### src/rtl/featuremap_multich_accum.sv
// featuremap_multich_accum: sums NUM_CH skewed per-channel conv result streams
// plus a bias into one fp32 output pixel per handshake. Each channel owns a
// small FIFO; once every FIFO holds a word, one word is popped from each and
// the words are folded into the accumulator through a single shared fp32 adder.
// Optional build macro FEATUREMAP_RELU_EN clamps negative outputs to zero.

// Combinational IEEE-754 single-precision adder, round-to-nearest-even.
// NaN and Inf operands pass through unmodified; Inf + -Inf yields a quiet NaN.
module featuremap_fp32_add (
  input  logic [31:0] a_i,
  input  logic [31:0] b_i,
  output logic [31:0] sum_o
);
  logic        swap;
  logic [31:0] x, y, res;
  logic [23:0] sx, sy;
  logic [7:0]  exe, eye, diff, shift;
  logic [50:0] sh;
  logic [26:0] x_al, y_al, n;
  logic [27:0] s;
  logic [4:0]  lz;
  logic [9:0]  e_f, e_out;
  logic        rnd;
  logic [24:0] r;

  // align the smaller operand, add/subtract, normalise, round, then patch specials
  always_comb begin
    swap = (a_i[30:0] < b_i[30:0]);
    x    = swap ? b_i : a_i;
    y    = swap ? a_i : b_i;
    sx   = {|x[30:23], x[22:0]};
    sy   = {|y[30:23], y[22:0]};
    exe  = (x[30:23] == 8'd0) ? 8'd1 : x[30:23];
    eye  = (y[30:23] == 8'd0) ? 8'd1 : y[30:23];
    diff = exe - eye;
    sh   = {sy, 27'd0} >> diff;
    // guard/round bits plus a sticky bit collecting everything shifted out
    if (diff > 8'd26) y_al = {26'd0, |sy};
    else              y_al = {sh[50:25], |sh[24:0]};
    x_al = {sx, 3'b000};
    if (x[31] == y[31]) s = {1'b0, x_al} + {1'b0, y_al};
    else                s = {1'b0, x_al} - {1'b0, y_al};
    lz = 5'd27;
    for (int i = 0; i < 27; i++) begin
      if (s[i]) lz = 5'(26 - i);
    end
    // never shift below the minimum exponent: that region becomes subnormal
    shift = ({3'b000, lz} < (exe - 8'd1)) ? {3'b000, lz} : (exe - 8'd1);
    if (s[27]) begin
      n   = {s[27:2], |s[1:0]};
      e_f = {2'b00, exe} + 10'd1;
    end else begin
      n   = s[26:0] << shift;
      e_f = n[26] ? {2'b00, exe - shift} : 10'd0;
    end
    rnd   = n[2] & (n[3] | n[1] | n[0]);
    r     = {1'b0, n[26:3]} + {24'd0, rnd};
    e_out = e_f + {9'd0, r[24]} + {9'd0, (e_f == 10'd0) & r[23]};
    if (s == 28'd0)            res = {x[31] & y[31], 31'd0};
    else if (e_out >= 10'd255) res = {x[31], 8'hFF, 23'd0};
    else                       res = {x[31], e_out[7:0], r[24] ? r[23:1] : r[22:0]};
    if (&a_i[30:23] && |a_i[22:0])      res = a_i;
    else if (&b_i[30:23] && |b_i[22:0]) res = b_i;
    else if (&a_i[30:23] && &b_i[30:23] && (a_i[31] != b_i[31])) res = 32'h7FC00000;
    else if (&a_i[30:23])               res = a_i;
    else if (&b_i[30:23])               res = b_i;
    sum_o = res;
  end
endmodule

module featuremap_multich_accum #(
  parameter int                    DATA_WIDTH = 32,
  parameter int                    NUM_CH     = 3,
  parameter int                    FIFO_DEPTH = 16,
  parameter logic [DATA_WIDTH-1:0] BIAS       = 32'h00000000,
  parameter int                    OUT_PIXELS = 1024,
  localparam int                   CW         = (OUT_PIXELS > 1) ? $clog2(OUT_PIXELS) : 1
) (
  input  logic                         clk,
  input  logic                         rst,
  input  logic [NUM_CH*DATA_WIDTH-1:0] ch_data,
  input  logic [NUM_CH-1:0]            ch_valid,
  output logic [NUM_CH-1:0]            ch_ready,
  output logic [DATA_WIDTH-1:0]        data_out,
  output logic                         valid_out,
  input  logic                         ready_in,
  output logic                         frame_done,
  output logic [CW-1:0]                pixel_cnt
);
  localparam int AW = $clog2(FIFO_DEPTH);
  localparam int IW = (NUM_CH > 1) ? $clog2(NUM_CH) : 1;

  typedef enum logic [1:0] {IDLE, ACC, OUT} state_t;

  state_t                   state_q, state_d;
  logic [DATA_WIDTH-1:0]    acc_q, acc_d, add_sum;
  logic [IW-1:0]            idx_q, idx_d;
  logic [CW-1:0]            cnt_q, cnt_d;
  logic [NUM_CH-1:0]        empty;
  logic [NUM_CH*DATA_WIDTH-1:0] stage_flat;
  logic                     pop;
  logic                     all_avail;

  genvar gi;
  generate
    for (gi = 0; gi < NUM_CH; gi++) begin : g_ch
      logic [DATA_WIDTH-1:0] mem_q [FIFO_DEPTH];
      logic [DATA_WIDTH-1:0] stage_q;
      logic [AW:0]           wr_q, rd_q;
      logic                  full_c, push_c;

      // ready depends only on registered pointers, so a full FIFO refuses a
      // push even in a cycle where the FSM pops it
      assign full_c       = (wr_q[AW] != rd_q[AW]) && (wr_q[AW-1:0] == rd_q[AW-1:0]);
      assign empty[gi]    = (wr_q == rd_q);
      assign ch_ready[gi] = ~full_c;
      assign push_c       = ch_valid[gi] & ~full_c;
      assign stage_flat[gi*DATA_WIDTH +: DATA_WIDTH] = stage_q;

      // FIFO pointers; reset empties the FIFO without touching storage
      always_ff @(posedge clk or negedge rst) begin
        if (!rst) begin
          wr_q <= '0;
          rd_q <= '0;
        end else begin
          if (push_c) wr_q <= wr_q + 1'b1;
          if (pop)    rd_q <= rd_q + 1'b1;
        end
      end

      // FIFO storage write port
      always_ff @(posedge clk) begin
        if (push_c) mem_q[wr_q[AW-1:0]] <= ch_data[gi*DATA_WIDTH +: DATA_WIDTH];
      end

      // registered read: the popped head word lands in this channel's stage slot
      always_ff @(posedge clk) begin
        if (pop) stage_q <= mem_q[rd_q[AW-1:0]];
      end
    end
  endgenerate

  assign all_avail = &(~empty);

  featuremap_fp32_add u_add (
    .a_i   (acc_q),
    .b_i   (stage_flat[int'(idx_q)*DATA_WIDTH +: DATA_WIDTH]),
    .sum_o (add_sum)
  );

  // next-state, pop and frame-pulse decode
  always_comb begin
    state_d    = state_q;
    acc_d      = acc_q;
    idx_d      = idx_q;
    cnt_d      = cnt_q;
    pop        = 1'b0;
    frame_done = 1'b0;
    case (state_q)
      IDLE: begin
        if (all_avail) begin
          pop     = 1'b1;
          acc_d   = BIAS;
          idx_d   = '0;
          state_d = ACC;
        end
      end
      ACC: begin
        acc_d = add_sum;
        idx_d = idx_q + 1'b1;
        if (idx_q == IW'(NUM_CH - 1)) state_d = OUT;
      end
      OUT: begin
        if (ready_in) begin
          if (cnt_q == CW'(OUT_PIXELS - 1)) begin
            cnt_d      = '0;
            frame_done = 1'b1;
          end else begin
            cnt_d = cnt_q + 1'b1;
          end
          // chain straight into the next pixel when every channel is ready
          if (all_avail) begin
            pop     = 1'b1;
            acc_d   = BIAS;
            idx_d   = '0;
            state_d = ACC;
          end else begin
            state_d = IDLE;
          end
        end
      end
      default: state_d = IDLE;
    endcase
  end

  // FSM and datapath registers; reset drops any partial sum
  always_ff @(posedge clk or negedge rst) begin
    if (!rst) begin
      state_q <= IDLE;
      acc_q   <= '0;
      idx_q   <= '0;
      cnt_q   <= '0;
    end else begin
      state_q <= state_d;
      acc_q   <= acc_d;
      idx_q   <= idx_d;
      cnt_q   <= cnt_d;
    end
  end

  assign valid_out = (state_q == OUT);
  assign pixel_cnt = cnt_q;

`ifdef FEATUREMAP_RELU_EN
  // ReLU on the output path only; the accumulator keeps the signed value
  assign data_out = acc_q[DATA_WIDTH-1] ? '0 : acc_q;
`else
  assign data_out = acc_q;
`endif

endmodule

### config.mk
export PLATFORM = sky130hd
export DESIGN_NAME = featuremap_multich_accum
export DESIGN_NICKNAME = d
export VERILOG_FILES = /design/src/rtl/featuremap_multich_accum.sv
export SDC_FILE = /design/constraint.sdc
export NUM_CORES = 2
export LEC_CHECK = 0
export ABC_AREA = 0
export BUFFER_PORTS_ARGS = -buffer_cell sky130_fd_sc_hd__buf_2
export CORE_MARGIN = 2
export CORE_UTILIZATION = 41
export DETAILED_ROUTE_END_ITERATION = 6
export SLEW_MARGIN = 10
export SYNTH_ARGS = -nofsm -noshare
export SYNTH_HDL_FRONTEND = slang
export SYNTH_SLANG_ARGS = --single-unit
### constraint.sdc
create_clock -name clk -period 24.1 [get_ports clk]
set_input_delay 2.41 -clock clk [delete_from_list [all_inputs] [get_ports clk]]
set_output_delay 2.41 -clock clk [all_outputs]
set_load 0.005 [all_outputs]
==> load_flow_metrics.sql <==
INSERT INTO impl_metrics (metric_group, metric, value, unit) VALUES
('status', 'outcome', 'complete, no violations', ''),
('synthesis', 'synthDistinctLibCells', '125', ''),
('clock_tree', 'worst_setup_hold_path_clk_slew', '0.06', 'ns'),
('global_routing', 'global_route_wire_length_before_repair', '323', 'mm'),
('global_routing', 'antenna_found_initial', '38', ''),
('placement', 'place_ws', '3.57', 'ns'),
('floorplanning', 'die-height', '439', 'µm'),
('synthesis', 'post_synth_most_frequent_cells', 'edfxtp_1 (1632), mux4_2 (486), nand2_1 (262)', ''),
('floorplanning', 'floorplan.initialDensity', '0.413', ''),
('synthesis', 'synth-main-ff-cell', 'edfxtp_1', ''),
('synthesis', 'seq_area_frac_synth', '0.655', ''),
('route', 'detail_route.wl_per_cell', '29.8', 'µm'),
('sta', 'clock-skew-final', '0.0708', 'ns'),
('route', 'vias', '45200', ''),
('setup_path', 'critical_path_required', '24.80', 'ns'),
('setup_path', 'critPathArrivalTime', '21.80', 'ns'),
('sta', 'period_share', '0.876', ''),
('placement', 'dp_hpwl', '143', 'mm'),
('floorplanning', 'dieArea', '0.193', 'mm²'),
('synthesis', 'synth.most_common_cell', 'edfxtp_1', ''),
('floorplanning', 'core_region_area', '0.188', 'mm²'),
('finish', 'final_cell_count_without_fillers', '7483', ''),
('sta', 'hold_viol_final', '0', ''),
('hold_path', 'worst_hold_path_type', 'flip-flop to flip-flop', ''),
('clock_tree', 'post_cts_resized', '0', ''),
('global_routing', 'maximum_number_of_pins_on_one_net_before_global_route_repair', '88', ''),
('route', 'drt_first_pass_iters', '7', ''),
('clock_tree', 'hold_buffers', '0', ''),
('route', 'drt_iter0_drc', '4428', ''),
('floorplanning', 'fp-row-count', '159', ''),
('placement', 'io_buffer_count', '148', ''),
('clock_tree', 'cts_made_buffers', '163', ''),
('placement', 'post-place-cells', '7182', ''),
('synthesis', 'synth.largest_area_cell', 'edfxtp_1', ''),
('finish', 'drive_gt1_frac', '0.238', ''),
('route', 'ant_nets', '0', ''),
('sta', 'final_period_minus_worst_setup_slack', '21.10', 'ns'),
('setup_path', 'setup.worst_path.end_class', 'flip-flop', ''),
('synthesis', 'synthesis.yosys.warnings', '0', ''),
('route', 'viasPerCell', '6.04', ''),
('clock_tree', 'cts_root_buffer', 'clkbuf_16', ''),
('synthesis', 'netlist.area_leader.share', '0.631', ''),
('route', 'totalWireLength', '223', 'mm'),
('sta', 'relSlewSlack', '0.190', ''),
('setup_path', 'timing.critical_path.slowest_cell_delay', '1.09', 'ns'),
('global_routing', 'first_global_vias', '44600', ''),
('finish', 'layout-area-overhead-vs-synth', '11.9', '%'),
('synthesis', 'leading_cell_types_by_total_area_after_synthesis', 'edfxtp_1 (63%), mux4_2 (14%), dfrtp_1 (2.4%)', ''),
('sta', 'worst_pin_slew', '1.21', 'ns'),
('sta', 'fmax', '47.4', 'MHz'),
('sta', 'report.final.setup_viol', '0', ''),
('sta', 'maxSlewViolCount', '0', ''),
('synthesis', 'cell_area_after_synthesis', '0.0777', 'mm²'),
('placement', 'finalWeightedCongestion', '0.967', ''),
('clock_tree', 'clock-sinks', '1708', ''),
('sta', 'totalNegativeSetupSlack', '0', 'ns'),
('synthesis', 'synth_enable_flop_cells', '1632', ''),
('global_routing', 'grt-ovfl-total', '0', ''),
('clock_tree', 'post-cts-setup-buffer-count', '0', ''),
('setup_path', 'critPathKind', 'flip-flop to flip-flop', ''),
('clock_tree', 'insertion_delay', '0.83', 'ns'),
('route', 'drc', '0', ''),
('flow_run', 'timing.max_cap.violations', '0', ''),
('sta', 'grt_setup_unrepaired', 'false', ''),
('synthesis', 'ys_ff_latch', '1708', ''),
('synthesis', 'synth_async_sr_flop_share', '0.0445', ''),
('setup_path', 'timing.critical_path.fanout_max', '87', ''),
('global_routing', 'grt_usage', '0.230', ''),
('clock_tree', 'cts-htree-levels', '4', ''),
('setup_path', 'setup.worst_path.start_class', 'flip-flop', ''),
('synthesis', 'synthCells', '4672', ''),
('clock_tree', 'cts_buffer_depth', '3', ''),
('setup_path', 'slowest_cell_on_crit_path', 'nor2b_2', ''),
('finish', 'nets', '5073', ''),
('floorplanning', 'floorplan.io_pins', '149', ''),
('synthesis', 'synth.avg_cell_area', '16.6', 'µm²'),
('clock_tree', 'tritoncts', 'yes', ''),
('floorplanning', 'chipWidth', '439', 'µm'),
('sta', 'worst_slack', '3.00', 'ns');
-- worst max-delay path: cells and delay by family, from the launching register on --
| kind | cells | cell delay (ns) |
|---|---|---|
| AOI/OAI and AO/OA | 31 | 8.05 |
| xor gates and xnor gates | 2 | 0.22 |
| adders and majority gates | 6 | 2.64 |
| buffers and inverters | 3 | 1.08 |
| DFF | 1 | 0.77 |
| muxes | 2 | 1.40 |
| and+or+nand+nor | 20 | 6.78 |
-- worst paths after layout --
kind                            startpoint         endpoint  slack, ns  depth (start not counted)
max                               idx_q[1]     data_out[17]       3.00                         64
min                        g_ch[0].wr_q[4]  g_ch[0].wr_q[4]       0.49                          1
max reg2reg                       idx_q[1]     data_out[17]       3.00                         64
min reg2reg                g_ch[0].wr_q[4]  g_ch[0].wr_q[4]       0.49                          1
max in group asynchronous              rst  g_ch[2].rd_q[0]      21.25                          2
min in group asynchronous              rst  g_ch[0].wr_q[2]       1.54                          1
-- final cells by class --
type | count | area, µm²
inverter | 95 | 357
fill | 16000 | 101000
antenna | 7 | 17.5
tap | 2495 | 3120
timing repair buffer | 271 | 1670
sequential | 1708 | 50900
multi-input combinational | 2613 | 25600
clock inverter | 83 | 966
clock buffer | 211 | 4330
-- metal layers --
layer | wire length (µm) | vias up | GRT usage
met5 | 132 | - | 0
met4 | 7520 | 20 | 0.0745
met3 | 14200 | 378 | 0.0357
met2 | 109000 | 1701 | 0.377
met1 | 92400 | 23700 | 0.315
li1 | - | 19400 | -
-- flip-flops by register name (all words and copies together) (netlist names) --
| signal | count |
|---|---|
| data_out | 32 |
| g_ch.mem_q | 1536 |
| state_q | 2 |
| g_ch.wr_q | 15 |
| g_ch.stage_q | 96 |
| idx_q | 2 |
| pixel_cnt | 10 |
| g_ch.rd_q | 15 |
-- per-stage QoR --
| stage | cell area, µm² | util | hold WS (ns) |
|---|---|---|---|
| 6_report | 87000 | 0.463 | 0.492 |
| 5_1_grt | 87000 | 0.463 | 0.503 |
| 4_1_cts | 86900 | 0.462 | 0.491 |
| 3_5_place_dp | 81600 | 0.434 | 0.483 |
| 3_3_place_gp | 81600 | 0.434 | 0.476 |
| 2_1_floorplan | 77700 | - | 0.462 |
-- cells by family (layout without fill, tap and decap cells) --
group | after synthesis | count (layout) | synth area share
flip-flops | 1708 | 1708 | 0.655
AND/OR/NAND/NOR | 951 | 951 | 0.0616
AO/OA/AOI/OAI | 806 | 806 | 0.0731
multiplexers | 628 | 628 | 0.160
buffers and inverters | 352 | 660 | 0.0188
adder cells (fa/ha/maj) | 120 | 120 | 0.0196
XOR/XNOR | 106 | 106 | 0.0120
other | 1 | 9 | 0.0000483
-- layout by cell type, fill, tap and decap left out, drive strengths merged, types with 43 or more instances in the layout --
cell    Yosys  routed
nand4      45      45
clkbuf    147     211
a211oi     44      44
and2       61      61
nor2      232     232
o211ai     43      43
nor3       99      99
a21oi     201     201
inv        94      98
clkinv      1      63
mux2i     103     103
xnor2      68      68
o21ai     155     155
dfrtp      76      76
ha        116     116
nand2     267     267
mux4      486     486
nand3      56      56
buf       110     271
edfxtp   1632    1632
Power is left out: the tool's default activity adds up to more than one toggle a clock period on the data nets, which glitch-free logic cannot reach.
